$ cat src/rtl/lsu_bus.sv
// lsu_bus: multi-cycle load/store unit between the core and a variable-latency data bus.
// Latency: 3 cycles minimum (IDLE accept, BUSY with ack, RESP); each extra BUSY cycle adds one.
// Backpressure: STALL holds the core until RESP; the bus wait is bounded by TIMEOUT_CYCLES.
//
// Ports:
//   CLK, RESET           clock, asynchronous active-high reset
//   MEM_REQ, MEM_WRITE   core access request (held until DONE or EXC), 1=store
//   f3, addr, store_data RISC-V funct3 size/sign, byte address, rs2 value
//   load_data            extended load result, valid while DONE=1 (0 for stores/timeouts)
//   STALL, DONE, EXC     core hold, completion pulse, misaligned/illegal access flag
//   BUS_ERR              qualifies DONE: transaction timed out
//   bus_*                registered single-request data bus (word address, byte enables)
module lsu_bus #(
   parameter int unsigned TIMEOUT_CYCLES = 255
) (
   input  logic        CLK,
   input  logic        RESET,
   input  logic        MEM_REQ,
   input  logic        MEM_WRITE,
   input  logic [2:0]  f3,
   input  logic [31:0] addr,
   input  logic [31:0] store_data,
   output logic [31:0] load_data,
   output logic        STALL,
   output logic        DONE,
   output logic        EXC,
   output logic        BUS_ERR,
   output logic        bus_req,
   output logic        bus_we,
   output logic [31:0] bus_addr,
   output logic [31:0] bus_wdata,
   output logic [3:0]  bus_be,
   input  logic        bus_ack,
   input  logic [31:0] bus_rdata
);

   typedef enum logic [1:0] {
      S_IDLE = 2'd0,
      S_BUSY = 2'd1,
      S_RESP = 2'd2
   } state_t;

   // Last counter value of the wait window; the counter reads 0 in the first BUSY cycle.
   localparam logic [15:0] TMO_LAST = 16'(TIMEOUT_CYCLES - 1);

   state_t      state;
   state_t      state_nxt;
   logic        legal;
   logic        accept;
   logic        ack_hit;
   logic        tmo_hit;
   logic [15:0] cnt;
   logic [2:0]  f3_q;
   logic [1:0]  lo_q;
   logic [3:0]  be_nxt;
   logic [31:0] wdata_nxt;
   logic [7:0]  byte_sel;
   logic [15:0] half_sel;
   logic [31:0] load_fmt;

   // Access legality: size/alignment and which funct3 codes a store may use.
   always_comb begin
      legal = 1'b0;
      case (f3)
         3'b000: legal = 1'b1;
         3'b001: legal = ~addr[0];
         3'b010: legal = (addr[1:0] == 2'b00);
         3'b100: legal = ~MEM_WRITE;
         3'b101: legal = ~MEM_WRITE & ~addr[0];
         default: legal = 1'b0;
      endcase
   end

   // Byte lanes and replicated write data; loads use the same enables with zero data.
   always_comb begin
      be_nxt    = 4'b1111;
      wdata_nxt = store_data;
      case (f3[1:0])
         2'b00: begin
            be_nxt    = 4'b0001 << addr[1:0];
            wdata_nxt = {4{store_data[7:0]}};
         end
         2'b01: begin
            be_nxt    = addr[1] ? 4'b1100 : 4'b0011;
            wdata_nxt = {2{store_data[15:0]}};
         end
         default: begin
            be_nxt    = 4'b1111;
            wdata_nxt = store_data;
         end
      endcase
      if (!MEM_WRITE) begin
         wdata_nxt = 32'h0;
      end
   end

   // Load extraction from the latched low address bits and funct3.
   always_comb begin
      byte_sel = bus_rdata[7:0];
      case (lo_q)
         2'b00: byte_sel = bus_rdata[7:0];
         2'b01: byte_sel = bus_rdata[15:8];
         2'b10: byte_sel = bus_rdata[23:16];
         default: byte_sel = bus_rdata[31:24];
      endcase
      half_sel = lo_q[1] ? bus_rdata[31:16] : bus_rdata[15:0];
      load_fmt = bus_rdata;
      case (f3_q)
         3'b000: load_fmt = {{24{byte_sel[7]}}, byte_sel};
         3'b001: load_fmt = {{16{half_sel[15]}}, half_sel};
         3'b100: load_fmt = {24'h0, byte_sel};
         3'b101: load_fmt = {16'h0, half_sel};
         default: load_fmt = bus_rdata;
      endcase
   end

   always_ff @(posedge CLK or posedge RESET) begin
      if (RESET) begin
         state <= S_IDLE;
      end else begin
         state <= state_nxt;
      end
   end

   always_comb begin
      state_nxt = state;
      STALL     = 1'b0;
      EXC       = 1'b0;
      accept    = 1'b0;
      ack_hit   = 1'b0;
      tmo_hit   = 1'b0;
      case (state)
         S_IDLE: begin
            if (MEM_REQ) begin
               if (legal) begin
                  accept    = 1'b1;
                  STALL     = 1'b1;
                  state_nxt = S_BUSY;
               end else begin
                  EXC = 1'b1;
               end
            end
         end
         S_BUSY: begin
            STALL = 1'b1;
            // Ack wins over a timeout landing on the same edge.
            if (bus_ack && bus_req) begin
               ack_hit   = 1'b1;
               state_nxt = S_RESP;
            end else if (cnt == TMO_LAST) begin
               tmo_hit   = 1'b1;
               state_nxt = S_RESP;
            end
         end
         S_RESP: begin
            // STALL low here lets the core retire the access on this edge.
            state_nxt = S_IDLE;
         end
         default: state_nxt = S_IDLE;
      endcase
   end

   always_ff @(posedge CLK or posedge RESET) begin
      if (RESET) begin
         bus_req   <= 1'b0;
         bus_we    <= 1'b0;
         bus_addr  <= 32'h0;
         bus_wdata <= 32'h0;
         bus_be    <= 4'h0;
         f3_q      <= 3'b000;
         lo_q      <= 2'b00;
         cnt       <= 16'h0;
         DONE      <= 1'b0;
         BUS_ERR   <= 1'b0;
         load_data <= 32'h0;
      end else begin
         bus_req <= (state_nxt == S_BUSY);
         DONE    <= (state_nxt == S_RESP);

         if (accept) begin
            f3_q      <= f3;
            lo_q      <= addr[1:0];
            bus_addr  <= {addr[31:2], 2'b00};
            bus_we    <= MEM_WRITE;
            bus_be    <= be_nxt;
            bus_wdata <= wdata_nxt;
         end

         if (state == S_BUSY) begin
            cnt <= cnt + 16'd1;
         end else begin
            cnt <= 16'h0;
         end

         if (ack_hit) begin
            BUS_ERR   <= 1'b0;
            load_data <= bus_we ? 32'h0 : load_fmt;
         end else if (tmo_hit) begin
            BUS_ERR   <= 1'b1;
            load_data <= 32'h0;
         end else if (state == S_RESP) begin
            BUS_ERR <= 1'b0;
         end
      end
   end

endmodule
$ cat config.mk
export PLATFORM = sky130hd
export DESIGN_NAME = lsu_bus
export DESIGN_NICKNAME = d
export VERILOG_FILES = /design/src/rtl/lsu_bus.sv
export SDC_FILE = /design/constraint.sdc
export NUM_CORES = 1
export LEC_CHECK = 0
export ABC_AREA = 1
export CAP_MARGIN = 40
export CORE_MARGIN = 3
export CORE_UTILIZATION = 50
export DETAILED_ROUTE_END_ITERATION = 10
export PLACE_DENSITY = 0.88
export SYNTH_ARGS = -nofsm -noshare
export SYNTH_HDL_FRONTEND = slang
export SYNTH_SLANG_ARGS = --single-unit
$ cat constraint.sdc
create_clock -name CLK -period 5.38 [get_ports CLK]
set_input_delay 0.538 -clock CLK [delete_from_list [all_inputs] [get_ports CLK]]
set_output_delay 0.538 -clock CLK [all_outputs]
set_load 0.05 [all_outputs]
==> impl_metrics.env <==
export IMPL_hold_slack_ps=468
export IMPL_max_cap_viol_count=0
export IMPL_htree_levels=4
export IMPL_grt_usage_pct=26.1
export IMPL_io_buffers=207
export IMPL_ys_flop_type="dfrtp_1"
export IMPL_ys_ff_latch=125
export IMPL_critPathMaxFanout=23
export IMPL_cp_num_buf_inv=4
export IMPL_power_density_nw_per_um2=641
export IMPL_cts_repair_resized=0
export IMPL_critPathArrivalTime_ps=2900
export IMPL_finalClockSkew_ps=10.9
export IMPL_crit_path_frequent_cell="nand2_1"
export IMPL_clockBufferDepth=2
export IMPL_regArea_sq_um=3130
export IMPL_ys_async_sr_fraction_pct=100
export IMPL_start_util_pct=51.3
export IMPL_avgSynthCellArea_sq_um=7.40
export IMPL_ys_types=35
export IMPL_cts_hold_buf=0
export IMPL_rsz0062_at_grt="false"
export IMPL_grt_max_degree=91
export IMPL_tightest_slew_ps=886
export IMPL_grt_overflow=0
export IMPL_finalCritPeriodShare_pct=63.8
export IMPL_cts_sinks=125
export IMPL_place_congestion=0.883
export IMPL_cts_tree="done"
export IMPL_multi_input_area_sq_um=2620
export IMPL_timing_final_hold_violations=0
export IMPL_nets=1135
export IMPL_cts_setup_buffers=0
export IMPL_ys_warn_count=0
export IMPL_cpMaxStageDelayCell="clkdlybuf4s50_1"
export IMPL_routed_wl_mm=17.9
export IMPL_yosysMostFrequentCell="nand2_1"
export IMPL_dieWidth_um=117
export IMPL_critPathLaunchType="input port"
export IMPL_fmax_mhz=291
export IMPL_dr_pass1_iters=6
export IMPL_setup_viol=0
export IMPL_numCtsBuffers=17
export IMPL_core_sq_um=12100
export IMPL_outcome="complete, no violations"
export IMPL_antenna_found_initial=0
export IMPL_clk_pin_slew_ps=60
export IMPL_endpoint_kind="primary output"
export IMPL_synthTopCellsByCount="nand2_1 (379), dfrtp_1 (125), nor2_1 (89)"
export IMPL_synth_top_cells_by_area="dfrtp_1 (51%), nand2_1 (23%), nor2_1 (5.4%), o21ai_0 (4.4%), inv_1 (3.2%)"
export IMPL_path_cells="clkdlybuf4s50_1, buf_4, inv_1, nand2_1, nand2_1, nand3b_1, nand2_1, clkdlybuf4s50_1"
export IMPL_netlist_area_sq_um=6190
export IMPL_root_buffer="clkbuf_16"
export IMPL_synth_top_area_cell="dfrtp_1"
export IMPL_rows=40
export IMPL_post_dp_cell_area_sq_um=8320
export IMPL_nFillCells=892
export IMPL_leakage_uw=0.00447
export IMPL_die_area_sq_um=13700
export IMPL_drcViolationCount=0
export IMPL_path_class="in2out"
export IMPL_boundaryPins=210
export IMPL_ant_nets=0
export IMPL_routedWlPerCell_um=14.8
export IMPL_grt_pass1_vias=5685
export IMPL_slew_violations=0
export IMPL_ys_seq_area_share_pct=50.5
export IMPL_final_util_pct=74.3
export IMPL_vias=6089
export IMPL_critPathTopFamily="buffers and inverters"
export IMPL_syn2layout_area_growth_pct=44.8
export IMPL_ir_drop_uv=488
export IMPL_slew_headroom_pct=40.9
export IMPL_max_stage_delay_ps=840
export IMPL_fin_crit_ps=3430
export IMPL_required_ps=4840
export IMPL_die_h_um=117
export IMPL_synth_edf_count=0
export IMPL_finalSetupTns_ps=0
export IMPL_drive_gt1_share_pct=5.18
export IMPL_dr_first_iter_drc_count=602
export IMPL_synth_top_area_share_pct=50.5
export IMPL_grt_pass1_wl_mm=28.0
export IMPL_num_antenna_cells=0
export IMPL_final_cell_area_sq_um=8960
export IMPL_dpl_hpwl_mm=12.6
export IMPL_syn_inst=836
export IMPL_clock_latency_ps=410
export IMPL_hp_class="reg2reg"
export IMPL_via_per_inst=5.03
[final timing paths]
| path | slack (ps) | cells after the start | startpoint | endpoint |
|---|---|---|---|---|
| worst min register to register | 470 | 2 | load_data[8]$_DFFE_PP0P_ | load_data[8]$_DFFE_PP0P_ |
| worst max-delay path | 1950 | 8 | f3[1] | STALL |
| min in group asynchronous | 510 | 2 | RESET | bus_addr[2]$_DFFE_PP0P_ |
| worst max register to register | 3030 | 7 | state[1]$_DFF_PP0_ | bus_be[0]$_DFFE_PP0P_ |
| max in group asynchronous | 3850 | 3 | RESET | load_data[15]$_DFFE_PP0P_ |
| worst min-delay path | 470 | 2 | load_data[8]$_DFFE_PP0P_ | load_data[8]$_DFFE_PP0P_ |
[layout by cell type, fill, tap and decap left out, drive strengths merged, types with 2 or more instances in the layout]
| master | synthesis | routed |
|---|---|---|
| nor3 | 2 | 2 |
| buf | 30 | 7 |
| o21bai | 2 | 2 |
| a211oi | 3 | 3 |
| nand2 | 381 | 381 |
| nand3 | 18 | 18 |
| clkinv | 0 | 4 |
| dfrtp | 125 | 125 |
| xor2 | 3 | 3 |
| bufinv | 0 | 3 |
| conb | 1 | 2 |
| a31oi | 2 | 2 |
| clkdlybuf4s50 | 0 | 207 |
| or2 | 7 | 7 |
| o21ai | 54 | 54 |
| o21a | 2 | 2 |
| clkinvlp | 0 | 3 |
| and2 | 2 | 2 |
| a21oi | 33 | 33 |
| ha | 2 | 2 |
| nand4 | 6 | 6 |
| o211ai | 3 | 3 |
| inv | 54 | 55 |
| clkbuf | 11 | 21 |
| nor2 | 91 | 91 |
[stage by stage]
| step | total power [uW] | cells | worst slack [ps] |
|---|---|---|---|
| after detailed placement | 4520 | 1178 | 1830 |
| after CTS | 5760 | 1210 | 1940 |
| after global placement | 4460 | 1175 | 1880 |
| after floorplan | 3510 | 837 | 1510 |
| after global routing | 6040 | 1210 | 1790 |
| final | 5740 | 1210 | 1950 |
[sequential cells by signal, summed over array words and instances (netlist names), 2 cells and up]
register   flops
cnt           16
bus_addr      30
state          2
load_data     32
bus_be         4
f3_q           3
bus_wdata     32
lo_q           2
[power by group]
| group | switching, uW | internal (uW) |
|---|---|---|
| combinational | 2000 | 934 |
| clock | 435 | 783 |
| sequential | 284 | 1310 |
| total | 2710 | 3030 |
[worst reg2reg max path, delay by kind of cell (launching register included)]
kind	cells	cell delay, ps
buffers and inverters	3	1290
and+or+nand+nor	3	390
DFF	1	350
AOI/OAI and AO/OA	1	200
[logic make-up (layout without fill, tap and decap cells)]
logic type      Yosys count  after routing  share of synthesized area, %
compound gates          100            100                          8.55
simple gates            510            510                          32.8
flops                   125            125                          50.5
xor+xnor                  3              3                         0.425
fa+ha+maj                 2              2                         0.404
buf+inv                  95            300                          7.26
other cells               1              2                        0.0606
[routing by layer]
metal,global-route usage (%),vias to the layer above,wire (um)
met3,9.56,27,1790
met2,41.9,291,8590
met1,33.0,2788,7200
met4,8.03,0,292
li1,-,2983,-
met5,0,-,0
[cell type report]
| cell class | instances | area share, % |
|---|---|---|
| clock buffer | 21 | 5.36 |
| clock inverter | 11 | 1.75 |
| inverter | 54 | 2.29 |
| multi-input combinational | 617 | 29.2 |
| sequential | 125 | 34.9 |
| tap | 168 | 2.35 |
| timing repair buffer | 214 | 24.2 |
(Power assumes the default switching activity.)
